===== config.mk =====
export PLATFORM = sky130hd
export DESIGN_NAME = audio_i2s_bridge
export DESIGN_NICKNAME = d
export VERILOG_FILES = /design/src/rtl/audio_i2s_bridge.sv
export SDC_FILE = /design/constraint.sdc
export NUM_CORES = 1
export LEC_CHECK = 0
export BUFFER_PORTS_ARGS = -buffer_cell sky130_fd_sc_hd__buf_2
export CAP_MARGIN = 20
export CORE_ASPECT_RATIO = 1.25
export CORE_MARGIN = 3
export CORE_UTILIZATION = 53
export CTS_CLUSTER_DIAMETER = 150
export DETAILED_ROUTE_END_ITERATION = 10
export PLACE_DENSITY = 0.68
export SLEW_MARGIN = 10
export SYNTH_ARGS = -nofsm -noshare
export SYNTH_HDL_FRONTEND = slang
export SYNTH_SLANG_ARGS = --single-unit
export TNS_END_PERCENT = 30

===== constraint.sdc =====
create_clock -name clock -period 4.1 [get_ports clock]
set_input_delay 0.615 -clock clock [delete_from_list [all_inputs] [get_ports clock]]
set_output_delay 0.615 -clock clock [all_outputs]
set_load 0.03 [all_outputs]

===== src/rtl/audio_i2s_bridge.sv =====
// I2S master bridging the audio CPU sample interface to a DAC (TX, mono duplicated)
// and an ADC (RX, left slot only), with a small TX FIFO and an RX holding register.
module audio_i2s_bridge #(
  parameter int DWIDTH    = 32,
  parameter int BCLKDIV   = 2,
  parameter int FIFODEPTH = 4
) (
  input  logic              clock,
  input  logic              reset,
  input  logic [DWIDTH-1:0] outport,
  input  logic              output_valid,
  input  logic              input_ready,
  output logic [DWIDTH-1:0] adcdata,
  output logic              adc_valid,
  output logic              tx_overflow,
  output logic              rx_overrun,
  output logic              bclk,
  output logic              lrclk,
  output logic              dac_sdata,
  input  logic              adc_sdata
);

  localparam int BW   = $clog2(2 * DWIDTH);
  localparam int DIVW = (BCLKDIV > 1) ? $clog2(BCLKDIV) : 1;
  localparam int AW   = (FIFODEPTH > 1) ? $clog2(FIFODEPTH) : 1;
  localparam int CW   = $clog2(FIFODEPTH + 1);

  localparam logic [BW-1:0]   B_ONE    = BW'(1);
  localparam logic [BW-1:0]   B_DW     = BW'(DWIDTH);
  localparam logic [BW-1:0]   B_RSTART = BW'(DWIDTH + 1);
  localparam logic [BW-1:0]   B_LAST   = BW'(2 * DWIDTH - 1);
  localparam logic [DIVW-1:0] DIV_LAST = DIVW'(BCLKDIV - 1);
  localparam logic [AW-1:0]   PTR_LAST = AW'(FIFODEPTH - 1);
  localparam logic [CW-1:0]   CNT_FULL = CW'(FIFODEPTH);

  logic [DIVW-1:0]   div_q;
  logic [BW-1:0]     b_q;
  logic [BW-1:0]     b_next;
  logic              div_wrap;
  logic              fall_evt;
  logic              rise_evt;

  logic [DWIDTH-1:0] fifo_mem [FIFODEPTH];
  logic [AW-1:0]     wr_ptr;
  logic [AW-1:0]     rd_ptr;
  logic [CW-1:0]     fifo_count;
  logic              pop;
  logic              push;
  logic [DWIDTH-1:0] next_word;

  logic [DWIDTH-1:0] tx_word;
  logic [DWIDTH-1:0] tx_shift;
  logic [DWIDTH-1:0] rx_shift;
  logic              rx_done;

  assign div_wrap = (div_q == DIV_LAST);
  assign fall_evt = div_wrap & bclk;
  assign rise_evt = div_wrap & ~bclk;

  // output_valid and input_ready are single-cycle strobes with no back-pressure:
  // each high clock is one write attempt / one consume attempt, taken or dropped.
  always_comb begin
    b_next    = b_q;
    pop       = 1'b0;
    push      = 1'b0;
    next_word = tx_word;
    if (fall_evt) b_next = (b_q == B_LAST) ? '0 : b_q + B_ONE;
    if (fall_evt && (b_next == B_ONE) && (fifo_count != '0)) begin
      pop       = 1'b1;
      next_word = fifo_mem[rd_ptr];
    end
    // A pop in the same clock frees the slot the write needs.
    push = output_valid && ((fifo_count != CNT_FULL) || pop);
  end

  always_ff @(posedge clock or negedge reset) begin
    if (!reset) begin
      div_q <= '0;
      bclk  <= 1'b0;
      b_q   <= '0;
      lrclk <= 1'b0;
    end else begin
      div_q <= div_wrap ? '0 : div_q + DIVW'(1);
      if (div_wrap) bclk <= ~bclk;
      if (fall_evt) begin
        b_q   <= b_next;
        lrclk <= (b_next >= B_DW);
      end
    end
  end

  always_ff @(posedge clock) begin
    if (push) fifo_mem[wr_ptr] <= outport;
  end

  always_ff @(posedge clock or negedge reset) begin
    if (!reset) begin
      wr_ptr      <= '0;
      rd_ptr      <= '0;
      fifo_count  <= '0;
      tx_overflow <= 1'b0;
    end else begin
      if (push) wr_ptr <= (wr_ptr == PTR_LAST) ? '0 : wr_ptr + AW'(1);
      if (pop)  rd_ptr <= (rd_ptr == PTR_LAST) ? '0 : rd_ptr + AW'(1);
      case ({push, pop})
        2'b10:   fifo_count <= fifo_count + CW'(1);
        2'b01:   fifo_count <= fifo_count - CW'(1);
        default: fifo_count <= fifo_count;
      endcase
      if (output_valid && !push) tx_overflow <= 1'b1;
    end
  end

  // Each slot reloads the word and shifts MSB first; the right slot's LSB lands on b=0.
  always_ff @(posedge clock or negedge reset) begin
    if (!reset) begin
      tx_word   <= '0;
      tx_shift  <= '0;
      dac_sdata <= 1'b0;
    end else if (fall_evt) begin
      if (b_next == B_ONE) begin
        tx_word   <= next_word;
        dac_sdata <= next_word[DWIDTH-1];
        tx_shift  <= next_word << 1;
      end else if (b_next == B_RSTART) begin
        dac_sdata <= tx_word[DWIDTH-1];
        tx_shift  <= tx_word << 1;
      end else begin
        dac_sdata <= tx_shift[DWIDTH-1];
        tx_shift  <= tx_shift << 1;
      end
    end
  end

  always_ff @(posedge clock or negedge reset) begin
    if (!reset) begin
      rx_shift   <= '0;
      rx_done    <= 1'b0;
      adcdata    <= '0;
      adc_valid  <= 1'b0;
      rx_overrun <= 1'b0;
    end else begin
      rx_done <= 1'b0;
      if (rise_evt && (b_q >= B_ONE) && (b_q <= B_DW)) begin
        rx_shift <= {rx_shift[DWIDTH-2:0], adc_sdata};
        rx_done  <= (b_q == B_DW);
      end
      if (rx_done) begin
        adcdata   <= rx_shift;
        adc_valid <= 1'b1;
        if (adc_valid && !input_ready) rx_overrun <= 1'b1;
      end else if (input_ready && adc_valid) begin
        adc_valid <= 1'b0;
      end
    end
  end

endmodule


-- Word level (Yosys, flattened, before mapping)
Memories as Yosys holds them, arrays and structs flattened.
Cells that the tools add are included.
- register bits: 149
- RAM bits: 128
- bits of input ports: 37
- logic and storage cells: 71
- memories: 1
- $add $sub $neg: 6
- $lt $le $gt $ge: 3
- equal/unequal tests: 9
- muxes and demuxes: 17
- bitwise logic cells: 3
- reductions and logical operators: 16
- memories (name ; depth ; bits a word ; rd ports ; clocked after Yosys merged registers in ; wr ports ; RTL line ; source):
    fifo_mem ; 4 ; 32 ; 1 ; 0 ; 1 ; 43 ; logic [DWIDTH-1:0] fifo_mem [FIFODEPTH];
- operators with widths (operator ; number):
    32-bit two-way mux ; 3
    6-bit == test (second input constant) ; 3
    6-bit two-way mux ; 2
    1-bit two-way mux ; 9
    1-bit logical AND ; 8
    6-bit by 1-bit adder with 6-bit output (second input constant) ; 1
    2-bit == test (second input constant) ; 3
    6-bit by 1-bit == test with 1-bit output (second input constant) ; 1
    6-bit by 1-bit greater-or-equal comparator with 1-bit output (second input constant) ; 1
    6-bit greater-or-equal comparator (second input constant) ; 1
    6-bit less-or-equal comparator (second input constant) ; 1
    3-bit one-hot mux with 2 select lines ; 1
    2-bit by 1-bit adder with 2-bit output (second input constant) ; 2
    2-bit two-way mux ; 2
    2-bit AND reduction ; 2
    2-bit nonzero test ; 2
    3-bit by 1-bit adder with 3-bit output (second input constant) ; 1
    3-bit != test (second input constant) ; 1
    3-bit nonzero test ; 1
    3-bit by 1-bit subtractor with 3-bit output (second input constant) ; 1
    1-bit bitwise AND ; 2
    2-bit by 1-bit == test with 1-bit output (second input constant) ; 1
    1-bit logical NOT ; 2
    1-bit adder (second input constant) ; 1
    2 further kinds ; 2

-- Depth between registers and ports, before layout
- depth after elaboration: 11
- mapped depth: 13
- mapped depth without buffers: 13

-- Worst setup path before layout
Ideal clock, no wire load.
- path kind: register -> register
- from: register b_q[0]
- to: memory fifo_mem[3][0] (enable)
- library setup time: 0.392 ns
- arrival time: 2.539 ns
- setup slack: 1.169 ns
- cell stages (with the launch flop): 7
- path buffers: 0
- clock period less this slack: 2.931 ns
- cell sequence: dfrtp_1 ha_1 xnor2_1 and2_2 nand4_4 a31oi_1 and2_1
- word-level cells in the longest chain between the ends: 11
- elaborated cells between the ends (all ways): 12
- classes of those cells: add/sub (1); eq/ne (2); mux (5); reduce/logical (4)
- ends and longest elaborated chain (element ; RTL line ; source):
    start, declared ; 37 ; logic [BW-1:0] b_q;
    start signal, assigned ; 86 ; b_q <= b_next;
    6-bit by 1-bit adder with 6-bit output / 6-bit == test (equally long branches) ; 67 ; if (fall_evt) b_next = (b_q == B_LAST) ? '0 : b_q + B_ONE;
    6-bit two-way mux ; 67 ;
    6-bit two-way mux (*) ; 67 ;
    6-bit by 1-bit == test with 1-bit output (*) ; 68 ; if (fall_evt && (b_next == B_ONE) && (fifo_count != '0)) begin
    1-bit logical AND (*) (2 in a row) ; 68 ;
    1-bit two-way mux (*) ; 68 ;
    1-bit logical OR (*) ; 73 ; push = output_valid && ((fifo_count != CNT_FULL) || pop);
    1-bit logical AND (*) ; 73 ;
    1-bit two-way mux (*) ; 93 ; if (push) fifo_mem[wr_ptr] <= outport;
    1-bit two-way mux (implied by the code) (*) ; 93 ;
    end, declared ; 43 ;
Mark *: on every way between the ends. The rest lies on a longest branch, timed or not.

-- Final worst setup path
- from: register b_q[0]
- to: register fifo_count[2]
- word-level cells in the longest chain between the ends: 11
- elaborated cells between the ends (all ways): 14
- classes of those cells: add/sub (1); eq/ne (4); mux (4); reduce/logical (5)
- ends and longest elaborated chain (element ; RTL line ; source):
    6-bit by 1-bit adder with 6-bit output / 6-bit == test (equally long branches) ; 67 ;
    6-bit two-way mux ; 67 ;
    6-bit two-way mux (*) ; 67 ;
    6-bit by 1-bit == test with 1-bit output (*) ; 68 ;
    1-bit logical AND (*) (2 in a row) ; 68 ;
    1-bit two-way mux (*) ; 68 ;
    1-bit logical OR ; 73 ;
    1-bit logical AND ; 73 ;
    2-bit by 1-bit == test with 1-bit output / 2-bit == test (equally long branches) ; 105 ; case ({push, pop})
    3-bit one-hot mux with 2 select lines / 2-bit nonzero test (equally long branches) ; n/a ;
    end signal, assigned ; 106 ; 2'b10: fifo_count <= fifo_count + CW'(1);
    end signal, assigned ; 107 ; 2'b01: fifo_count <= fifo_count - CW'(1);
    end signal, assigned ; 108 ; default: fifo_count <= fifo_count;
    end, declared ; 46 ; logic [CW-1:0] fifo_count;
Marked as above.
A chain may end at the register's enable or synchronous reset.

==> results.cfg <==
[grt]
overflow = 0
groute.usage.overall = 0.178
grt_pass1_wl_um = 33200
grt_pass1_vias = 6371
antenna_found_initial = 0
grt_max_degree = 87

[routing]
drc = 0
initialDrtViolationCount = 386
wl_per_cell_um = 19.6
ant_nets = 0
via_per_inst = 5.79
firstDrtPassIters = 4
vias = 6011
routed_wl_um = 20400

[critical_path]
r2r-end = fifo_count[2]
r2r_slack_ns = 1.07
required_ns = 4.55
rr_startpoint = b_q[0]
worstPathMaxFanout = 9
end_kind = flip-flop
path_class = reg -> reg
crit_chain = ha_1 > nand3_1 > o21ai_2 > and2_4 > clkinv_4 > nor4b_1 > ha_1 > inv_1 > fa_1 > xor2_1 > nor2_1 > xor2_1
reg2reg_depth = 12
start_kind = flip-flop
cpPeakStageDelay_ns = 0.53
slowest_stage = dfrtp_1
worstPathArrival_ns = 3.48

[synthesis]
ys_seq_area_frac = 0.662
synthesis.area_sq_um = 11400
synth_warnings = 0
ys_top_cells_by_area = edfxtp_1 (34%), dfrtp_1 (33%), mux2_2 (6.9%)
netlist_instances = 668
synth-async-reset-ratio = 0.536
ys_seq_elements = 276
synth_area_per_cell_sq_um = 17.1
synth_edf_count = 128
synth_top_area_share = 0.337
ys_types = 55
synth.largest_area_cell = edfxtp_1
synth_flop_cell = dfrtp_1
syn_nets = 716

[job]
cap_violations = 0

[clock_network]
ctsHtreeMaxLevel = 1
cts-root-buf = clkbuf_16
numCtsBuffers = 26
cts_setup_buffers = 0
cts_resized = 0
cts_sinks = 276
cts_buffer_depth = 3
clkSlewWorstSetupHoldPaths_ns = 0.06
clk_latency_ns = 0.52
hold_buffers = 0
tritoncts = built

[final_layout]
drive_above_1_share = 0.365
layout.nets = 794
area_growth_pct = 12.3
layout_common_cells = dfrtp_1 (147), edfxtp_1 (128), buf_2 (73), mux2_2 (70), nand2_1 (40)
n_antenna_cell = 0
fin_util = 0.610
final_common_cell = dfrtp_1

[hold_path]
hp-class = in -> async

[sta]
period_needed_ns = 3.03
max_slew_margin = 0.474
grt_setup_unrepaired = false
fmax_ghz = 0.330
setup_slack_ns = 1.07
finalMaxSlewViolations = 0
worst_pin_slew_ns = 0.790
setup_viol = 0
setup_tns_ns = 0
fin_worst_skew_ns = 0.00715
holdWs_ns = 0.127
post-route-period-util = 0.739
hold_viol = 0

[pwr]
leakagePower_nw = 5.38
power_density_nw_per_um2 = 521
ir_drop_mv = 0.392
finalPower_mw = 6.66

[floorplanning]
io_pins = 75
start_util = 0.543
dieArea_sq_um = 23300
core.rowCount = 59
die_h_um = 170
die_w_um = 137
core_sq_um = 21000

[placement]
hpwl_um = 12400
io_buffers = 74
gp_congestion = 0.791
pre_cts_slack_ns = 1.05

[run_status]
outcome = complete, no violations
-- through the flow --
stage,area [sq um],std cells
floorplan,11400,668
global placement,12000,992
detailed placement,12000,992
CTS,12800,1039
global route,12800,1039
finish,12800,1039
-- cell usage after synthesis (3+ instances only) --
cell type,count
mux4_2,32
inv_1,12
a221o_1,30
buf_2,14
buf_6,5
buf_8,3
nor2_1,8
xor2_1,3
nand3_1,4
xnor2_1,3
dfrtp_1,148
mux2_2,70
o21ai_0,36
mux2i_1,32
clkbuf_1,13
edfxtp_1,128
ha_1,10
and2_1,4
buf_4,3
mux2_4,30
nand2_1,40
-- per-layer routing --
layer	vias up	wire, um	global-route usage	part of all wire
li1	2697	-	-	-
met1	3159	8260	0.224	0.41
met2	124	10800	0.321	0.53
met3	31	862	0.0260	0.042
met4	0	412	0.0525	0.020
met5	-	0	0	0
-- worst max-delay path: cells and delay by family, from the launching register on --
family	cells	cell delay, ns
adder cells (fa/ha/maj)	3	1.00
AO/OA/AOI/OAI	1	0.20
flip-flops	1	0.53
AND/OR/NAND/NOR	4	0.80
buffers and inverters	2	0.12
XOR/XNOR	2	0.30
-- kinds of logic (layout without fill, tap and decap cells) --
kind of cell | count (synthesis) | in the layout | synth area share
adders and majority gates | 11 | 11 | 0.0127
buffers and inverters | 54 | 151 | 0.0270
xor gates and xnor gates | 6 | 6 | 0.00461
and+or+nand+nor | 75 | 75 | 0.0372
DFF | 276 | 276 | 0.662
AOI/OAI and AO/OA | 82 | 82 | 0.0558
muxes | 164 | 164 | 0.200
-- final cells by class --
cell class / count / area [sq um]
repair buffers: 90 / 497
inverters: 14 / 57.6
multi-input cells: 338 / 3540
clock inverters: 10 / 83.8
well taps: 274 / 343
flip-flops and latches: 276 / 7550
fillers: 1550 / 8180
clock buffers: 37 / 717
-- state kept, by name, summed over array words and instances, names as in the netlist --
register	cells
rx_done	1
b_q	6
rx_overrun	1
rd_ptr	2
tx_word	32
rx_shift	32
dac_sdata	1
tx_shift	31
fifo_mem	128
adc_valid	1
div_q	1
fifo_count	3
lrclk	1
wr_ptr	2
adcdata	32
bclk	1
tx_overflow	1
-- worst max path at each step --
stage                 from        endpoint  slack, ns  cells past startpoint
floorplan           b_q[0]  fifo_mem[3][0]       1.17                      6
global placement    b_q[0]   fifo_count[2]       1.13                     12
detailed placement  b_q[0]   fifo_count[2]       1.05                     12
CTS                 b_q[0]   fifo_count[2]       1.03                     12
global route        b_q[0]   fifo_count[2]       0.81                     12
finish              b_q[0]   fifo_count[2]       1.07                     12
-- power breakdown --
group          switching, mW  leakage (nW)  total, mW  internal [mW]
Combinational          0.524          1.92      0.957          0.433
Sequential             0.152          3.08       3.45           3.30
Clock                  0.972         0.384       2.25           1.28
(Power assumes the default switching activity.)
